===== src/rtl/prescaled_updown_counter.sv =====
// Up/down counter stepped by a single-clock prescaler tick, with parallel load,
// wrap or saturate at the bounds, and a one-cycle terminal-count pulse.
module prescaled_updown_counter #(
  parameter int WIDTH = 4,
  parameter int DIV   = 50_000_000,
  parameter int PW    = 32
) (
  input  logic             clk,
  input  logic             reset,
  input  logic             en,
  input  logic             up,
  input  logic             sat,
  input  logic             load,
  input  logic [WIDTH-1:0] d,
  output logic [WIDTH-1:0] q,
  output logic             tick,
  output logic             tc
);

  localparam logic [PW-1:0]    P_LAST = PW'(DIV - 1);
  localparam logic [WIDTH-1:0] Q_MAX  = {WIDTH{1'b1}};
  localparam logic [WIDTH-1:0] Q_ONE  = {{(WIDTH-1){1'b0}}, 1'b1};

  logic [PW-1:0]    p_reg, p_next;
  logic             tick_reg, tick_next;
  logic [WIDTH-1:0] q_reg, q_next;
  logic             tc_reg, tc_next;
  logic             at_max, at_min;

  // Prescaler: a paused count keeps its phase, so the next tick lands where it would have.
  always_comb begin
    p_next    = p_reg;
    tick_next = 1'b0;
    if (en) begin
      if (p_reg == P_LAST) begin
        p_next    = '0;
        tick_next = 1'b1;
      end else begin
        p_next = p_reg + 1'b1;
      end
    end
  end

  assign at_max = (q_reg == Q_MAX);
  assign at_min = (q_reg == '0);

  // A load on a tick cycle swallows that tick; direction and mode only matter on a tick.
  always_comb begin
    q_next  = q_reg;
    tc_next = 1'b0;
    if (load) begin
      q_next = d;
    end else if (tick_reg) begin
      if (up) begin
        tc_next = at_max;
        if (!(at_max && sat)) begin
          q_next = q_reg + Q_ONE;
        end
      end else begin
        tc_next = at_min;
        if (!(at_min && sat)) begin
          q_next = q_reg - Q_ONE;
        end
      end
    end
  end

  always_ff @(posedge clk or posedge reset) begin
    if (reset) begin
      p_reg    <= '0;
      tick_reg <= 1'b0;
      q_reg    <= '0;
      tc_reg   <= 1'b0;
    end else begin
      p_reg    <= p_next;
      tick_reg <= tick_next;
      q_reg    <= q_next;
      tc_reg   <= tc_next;
    end
  end

  assign q    = q_reg;
  assign tick = tick_reg;
  assign tc   = tc_reg;

endmodule


===== config.mk =====
export PLATFORM = sky130hd
export DESIGN_NAME = prescaled_updown_counter
export DESIGN_NICKNAME = d
export VERILOG_FILES = /design/src/rtl/prescaled_updown_counter.sv
export SDC_FILE = /design/constraint.sdc
export NUM_CORES = 1
export LEC_CHECK = 0
export CAP_MARGIN = 10
export CORE_ASPECT_RATIO = 1.2
export CORE_MARGIN = 2
export CORE_UTILIZATION = 32
export CTS_CLUSTER_SIZE = 40
export DETAILED_ROUTE_END_ITERATION = 8
export PLACE_DENSITY = 0.46
export SETUP_SLACK_MARGIN = 0.5
export SYNTH_ARGS = -nofsm -noshare
export SYNTH_HDL_FRONTEND = slang
export SYNTH_SLANG_ARGS = --single-unit
export TNS_END_PERCENT = 100

===== constraint.sdc =====
create_clock -name clk -period 1.95 [get_ports clk]
set_input_delay 0.39 -clock clk [delete_from_list [all_inputs] [get_ports clk]]
set_output_delay 0.39 -clock clk [all_outputs]
set_load 0.01 [all_outputs]

==> results of run 1 <==
## stage by stage
step	util [%]	hold slack (ps)
floorplan	-	447.3
global placement	41.42	482.1
detailed placement	41.42	482.2
CTS	47.17	445.9
global route	50.48	459.7
finish	50.48	437.2
## metal layers
metal / wire (um) / GRT usage [%] / up-vias
li1: - / - / 795
met4: 55 / 4.058 / 0
met2: 2416 / 26.23 / 14
met1: 1942 / 18.19 / 815
met5: 0 / 0 / -
met3: 97 / 3.872 / 5
## repair_timing
item,4_1_cts,5_1_grt
setup endpoints to repair,38,35
setup buffers,18,12
pin swaps,17,15
resized for setup,40,27
## cell usage in the layout, fill, tap and decap left out, types with 2 or more instances in the layout
master           netlist  layout
dfrtp_1               38      32
nand4_1               10      10
dlygate4sd2_1          0       6
buf_4                  0      39
a21oi_1                4       2
nand2_1               16      14
inv_1                  4       3
nor2_4                 0       3
clkdlybuf4s50_1        0       7
ha_4                   0       2
and3_4                 0       2
mux2i_1                2       2
and3_1                 4       2
nand4b_1               2       2
nor2_1                26      13
nor4_4                 0       2
dfrtp_2                0       6
nand3_1               15      11
nor4_1                 5       4
nor3_4                 1       2
clkbuf_8               0       6
o21ai_1                0       3
a21oi_2                0       2
nor3_1                 2       2
xnor2_1               15      14
nor2_2                 0      10
nand3_2                0       4
xor2_1                18      18
buf_12                 0       3
buf_6                  1       9
## layout make-up
cell class | count | area (um2) | area share (%)
clock buffers | 7 | 86.33 | 2.978
clock inverters | 1 | 5.005 | 0.1726
inverters | 4 | 18.77 | 0.6474
multi-input cells | 143 | 1144 | 39.45
flip-flops and latches | 38 | 958.4 | 33.06
well taps | 80 | 100.1 | 3.453
repair buffers | 66 | 586.8 | 20.24
## cells by family (layout without fill, tap and decap cells)
kind of cell               count (synthesis)  after routing  synth area share, %
and+or+nand+nor                           91             91                25.28
DFF                                       38             38                49.51
xor gates and xnor gates                  33             33                15.05
AOI/OAI and AO/OA                         12             12                3.714
buffers and inverters                      7             78                1.823
adders and majority gates                  4              4                2.997
muxes                                      3              3                1.629
## worst max-delay path, cell delays in order (launching register included)
cell	delay, ps
dfrtp_1	380
or4_4	560
nor4_4	150
nand4_1	220
nor3_4	240
buf_4	170
nor2_1	40
## power groups by stage
| stage | Combinational [uW] | Clock, uW | Sequential [uW] |
|---|---|---|---|
| after global routing | 627 | 603 | 983 |
| after detailed placement | 312 | 0 | 996 |
| after CTS | 460 | 575 | 956 |
| after global placement | 297 | 0 | 993 |
| after floorplan | 207 | 0 | 975 |
| final | 571 | 553 | 970 |
## path summary, 6_finish.rpt
| check | from | end | slack, ps | depth (start not counted) |
|---|---|---|---|---|
| max | p_reg[10] | p_reg[22] | 80 | 6 |
| max in group asynchronous | reset | q[3] | 1300 | 3 |
| min in group clk | p_reg[31] | p_reg[31] | 500 | 1 |
| max reg2reg | p_reg[10] | p_reg[22] | 80 | 6 |
| min | reset | p_reg[0] | 440 | 3 |
| min reg2reg | p_reg[31] | p_reg[31] | 500 | 1 |
==> reports/metrics.yaml, run 1 <==
setup_path:
  startpoint_type: "flip-flop"
  cp_max_fo: 4
  endpoint_kind: "flip-flop"
  crit_arrival_ps: 2050
  crit_type: "reg2reg"
  crit_required_ps: 2130
detailed_routing:
  dr.pass1.iters: 4
  drtIter0Drc: 74
  final_antenna_net_count: 0
  viasPerCell: 4.805
  finalWirelength_um: 4511
  vias: 1629
  drc: 0
  avgRoutedWirePerCell_um: 13.31
floorplanning:
  dieArea_mm2: 0.006640
  core-area_mm2: 0.005743
  die_height_um: 88.87
  start_util_pct: 33.44
  io_pins: 16
  rows: 30
  die_w_um: 74.72
power_and_ir_drop:
  p_sw_uw: 613.4
  peakVddDrop_uv: 540.7
  swShare_pct: 29.28
  design_power_total_uw: 2095
  p_leak_uw: 0.001279
  internal_power_uw: 1481
  clkPwrFrac_pct: 26.4
  power_frac_comb_pct: 27.3
  power_frac_seq_pct: 46.3
  power_per_cell_area_mw_per_mm2: 722.6
place:
  io_buffers: 15
  place_congestion: 0.8867
  dpl_worst_slack_ps: -284.5
  dpl.cell_count: 301
  hpwlAfterDp_um: 2950
  placed_area_mm2: 0.002379
final_layout:
  drive_above_1_share_pct: 41.31
  fin_nets: 272
  syn_to_final_growth_pct: 50.94
  stdcell_area_mm2: 0.002899
  antennaDiodeCount: 0
  fill_cells: 538
  largest_reg_flops: 32
  final_cells: 339
synthesis:
  synthArstFlopShare_pct: 100.0
  synth_seq_cells: 38
  syn_inst: 188
  synth_warnings: 0
  yosysSeqAreaShare_pct: 49.51
  yosysTopAreaCell: "dfrtp_1"
  synth_top_area_share_pct: 49.51
  syn-num-nets: 202
  syn_avg_cell_area_um2: 10.22
  synth_commonest_cells: "dfrtp_1 (38), nor2_1 (26), xor2_1 (18)"
  synth_cell_types: 35
  synth_edf_count: 0
  ys.flop_type: "dfrtp_1"
  yosys-top-cells-area: "dfrtp_1 (50%), xor2_1 (8.2%), xnor2_1 (6.8%)"
  synthesis.area_mm2: 0.001921
  synth.most_common_cell: "dfrtp_1"
clocking:
  cts_hold_buffers: 0
  clock_latency_ps: 290
  clk_path_buf_depth: 2
  path_clk_slew_ps: 80
  cts.sinks: 38
  cts_max_level: 2
  cts_tree: "built"
  cts_root_buf: "clkbuf_8"
  cts_made_buffers: 5
timing:
  slew_headroom_pct: 72.97
  rsz0062_at_grt: "true"
  fin_worst_skew_ps: 7.147
  layout_setup_ws_ps: 82.31
  tns_ps: 0
  fmax_mhz: 535.4
  setup_viol: 0
  maxSlewViolCount: 0
  period_share_pct: 95.78
  worst_pin_slew_ps: 401.8
  layout_min_cycle_time_ps: 1868
  hold_viol: 0
global_routing:
  grt_usage_pct: 15.00
  grt_start_max_net_pins: 39
  grt_first_pass_wirelength_um: 7659
  antenna_found_initial: 0
  grt_pass1_vias: 1677
  overflow: 0
worst_hold_path:
  hold_class: "in2async"
status:
  status: "finished clean"
job:
  drv_cap: 0
(Power assumes the default switching activity.)
==> inputs of run 2 (changes only) <==
Settings changed: CTS_CLUSTER_DIAMETER from default to 50.
==> results of run 2 <==
Same layout as run 1: the final DEF is identical, and so are final timing and power.
==> inputs of run 3 (changes only) <==
Settings changed: CAP_MARGIN 10 to default, CORE_UTILIZATION 32 to 53, PLACE_DENSITY 0.46 to 0.71.
==> reports/metrics.yaml, run 3 (synthesized netlist as in run 1, its figures left out) <==
clocking:
  cts_hold_buffers: 0  # unchanged
  clk_path_buf_depth: 2  # unchanged
  clock_latency_ps: 290  # about the same
  cts_tree: "built"
  path_clk_slew_ps: 80  # about the same
  cts.sinks: 38  # unchanged
  cts_max_level: 2  # unchanged
  cts_root_buf: "clkbuf_8"
  cts_made_buffers: 5  # unchanged
timing:
  worst_pin_slew_ps: 518.9  # +117.1 ps
  maxSlewViolCount: 0  # unchanged
  whs_ps: 504.7  # +67.51 ps
  layout_setup_ws_ps: 27.50  # -54.81 ps
  fmax_mhz: 520.2  # -2.9%
  tns_ps: 0  # unchanged
  layout_min_cycle_time_ps: 1923  # +54.81 ps
  hold_viol: 0  # unchanged
  rsz0062_at_grt: "true"
  setup_viol: 0  # unchanged
  slew_headroom_pct: 65.09  # -7.9 points
  fin_worst_skew_ps: 9.828  # +2.682 ps
  period_share_pct: 98.59  # +2.8 points
place:
  hpwlAfterDp_um: 3127  # +6.0%
  dpl.cell_count: 257  # -15%
  place_congestion: 0.8707  # -1.8%
  dpl_worst_slack_ps: -316.2  # -31.71 ps
  io_buffers: 15  # unchanged
global_routing:
  grt_pass1_vias: 1729  # +3.1%
  use_met3_pct: 4.444  # +0.57 points
  overflow: 0  # unchanged
  busiest_layer: "met2"
  grt_util_met1_pct: 27.41  # +9.2 points
  grt_usage_pct: 24.42  # +9.4 points
  grt_use_met2_pct: 43.09  # +17 points
  antenna_found_initial: 0  # unchanged
  grt_start_max_net_pins: 39  # unchanged
  grt_first_pass_wirelength_um: 7610  # -0.64%
detailed_routing:
  dr.pass1.iters: 6  # +2
  avgRoutedWirePerCell_um: 17.84  # +34%
  finalWirelength_um: 5210  # +15%
  viasPerCell: 5.877  # +22%
  final_antenna_net_count: 0  # unchanged
  vias: 1716  # +5.3%
  drtIter0Drc: 106  # +43%
  drc: 1  # +1
final_layout:
  drive_above_1_share_pct: 43.53  # +2.2 points
  final_common_cell: "buf_4"
  fill_cells: 173  # -68%
  final_cell_mix: "buf_4 (36), dfrtp_1 (32), xor2_1 (18), nand2_1 (13), nand3_1 (12)"
  syn_to_final_growth_pct: 49.64
  fin_nets: 268  # -1.5%
  antennaDiodeCount: 0  # unchanged
  largest_reg_flops: 32  # unchanged
  final_cells: 292  # -14%
power_and_ir_drop:
  design_power_total_uw: 2011  # -4.0%
  power_per_cell_area_mw_per_mm2: 699.7  # -3.2%
  p_leak_uw: 0.001334  # +4.3%
  peakVddDrop_uv: 650.8  # +20%
setup_path:
  cp_top_family: "simple AND/OR/NAND/NOR gates"
  crit_type: "reg2reg"
  crit_required_ps: 2130  # about the same
  startpoint_type: "flip-flop"
  critPathBufInv: 1  # unchanged
  crit_chain: "or4_4 > nor4_4 > nand4_1 > nor3_4 > buf_4 > nor2_1"
  slowest_delay_ps: 540  # -20 ps
  reg2regPathDepth: 6  # unchanged
  cp_max_fo: 5  # +1
  reg2reg_from: "p_reg[11]"
  crit_arrival_ps: 2100  # +50 ps
  r2r_end: "p_reg[0]"
  endpoint_kind: "flip-flop"
  r2r_setup_slack_ps: 30  # -50 ps
  slowest_stage: "or4_4"
worst_hold_path:
  hold_class: "reg2reg"
  hp-start: "p_reg[28]"
  whs_path_depth: 1
  worstHoldEndpoint: "p_reg[28]"
status:
  violations: "DRC"
  status: "complete, but fails checks"
floorplanning:
  start_util_pct: 56.56  # +23 points
  dieArea_mm2: 0.004123  # -38%
  core-area_mm2: 0.003396  # -41%
  die_w_um: 58.95  # -21%
  die_height_um: 69.94  # -21%
  rows: 23  # -23%
  io_pins: 16  # unchanged
job:
  drv_cap: 0  # unchanged
run 3: metrics by stage:
stage	utilization, %	area (um2)
2_1_floorplan	-	1978
3_3_place_gp	68.24	2317
3_5_place_dp	68.24	2317
4_1_cts	77.82	2643
5_1_grt	84.64	2874
6_report	84.64	2874
run 3: area by class of cell:
cell class | count | area [um2] | share of cell area, %
timing repair buffer | 62 | 554.3 | 19.29
sequential | 38 | 958.4 | 33.35
tap | 37 | 46.29 | 1.611
multi-input combinational | 143 | 1201 | 41.79
clock buffer | 6 | 82.58 | 2.873
clock inverter | 2 | 12.51 | 0.4353
inverter | 4 | 18.77 | 0.6530
run 3: routing by layer:
metal | share of wire, % | up-vias
met5 | 0 | -
met4 | 2.4 | 0
li1 | - | 796
met3 | 2.7 | 13
met2 | 55 | 34
met1 | 40 | 873
run 3: worst max path at each step:
stage | slack, ps | start | end | cells after the start
after detailed placement | -320 | up | q[3] | 8
after global placement | -170 | up | q[3] | 8
after CTS | 70 | p_reg[11] | p_reg[17] | 6
final | 30 | p_reg[11] | p_reg[0] | 6
after global routing | -60 | p_reg[11] | p_reg[0] | 6
after floorplan | 160 | p_reg[10] | p_reg[12] | 6
run 3: what timing repair did:
action,4_1_cts,5_1_grt
pin swaps,7,16
setup buffers,19,8
resized for setup,34,43
endpoints found under the setup margin,40,33
run 3: where the power goes:
part | switching, uW | internal (uW)
Combinational | 225 | 261
Clock | 272 | 284
Sequential | 102 | 867
run 3: worst register-to-register path, cell delays in order, from the launching register on:
cell and delay, ps:
dfrtp_1 420, or4_4 540, nor4_4 140, nand4_1 220, nor3_4 250, buf_4 180
nor2_1 60
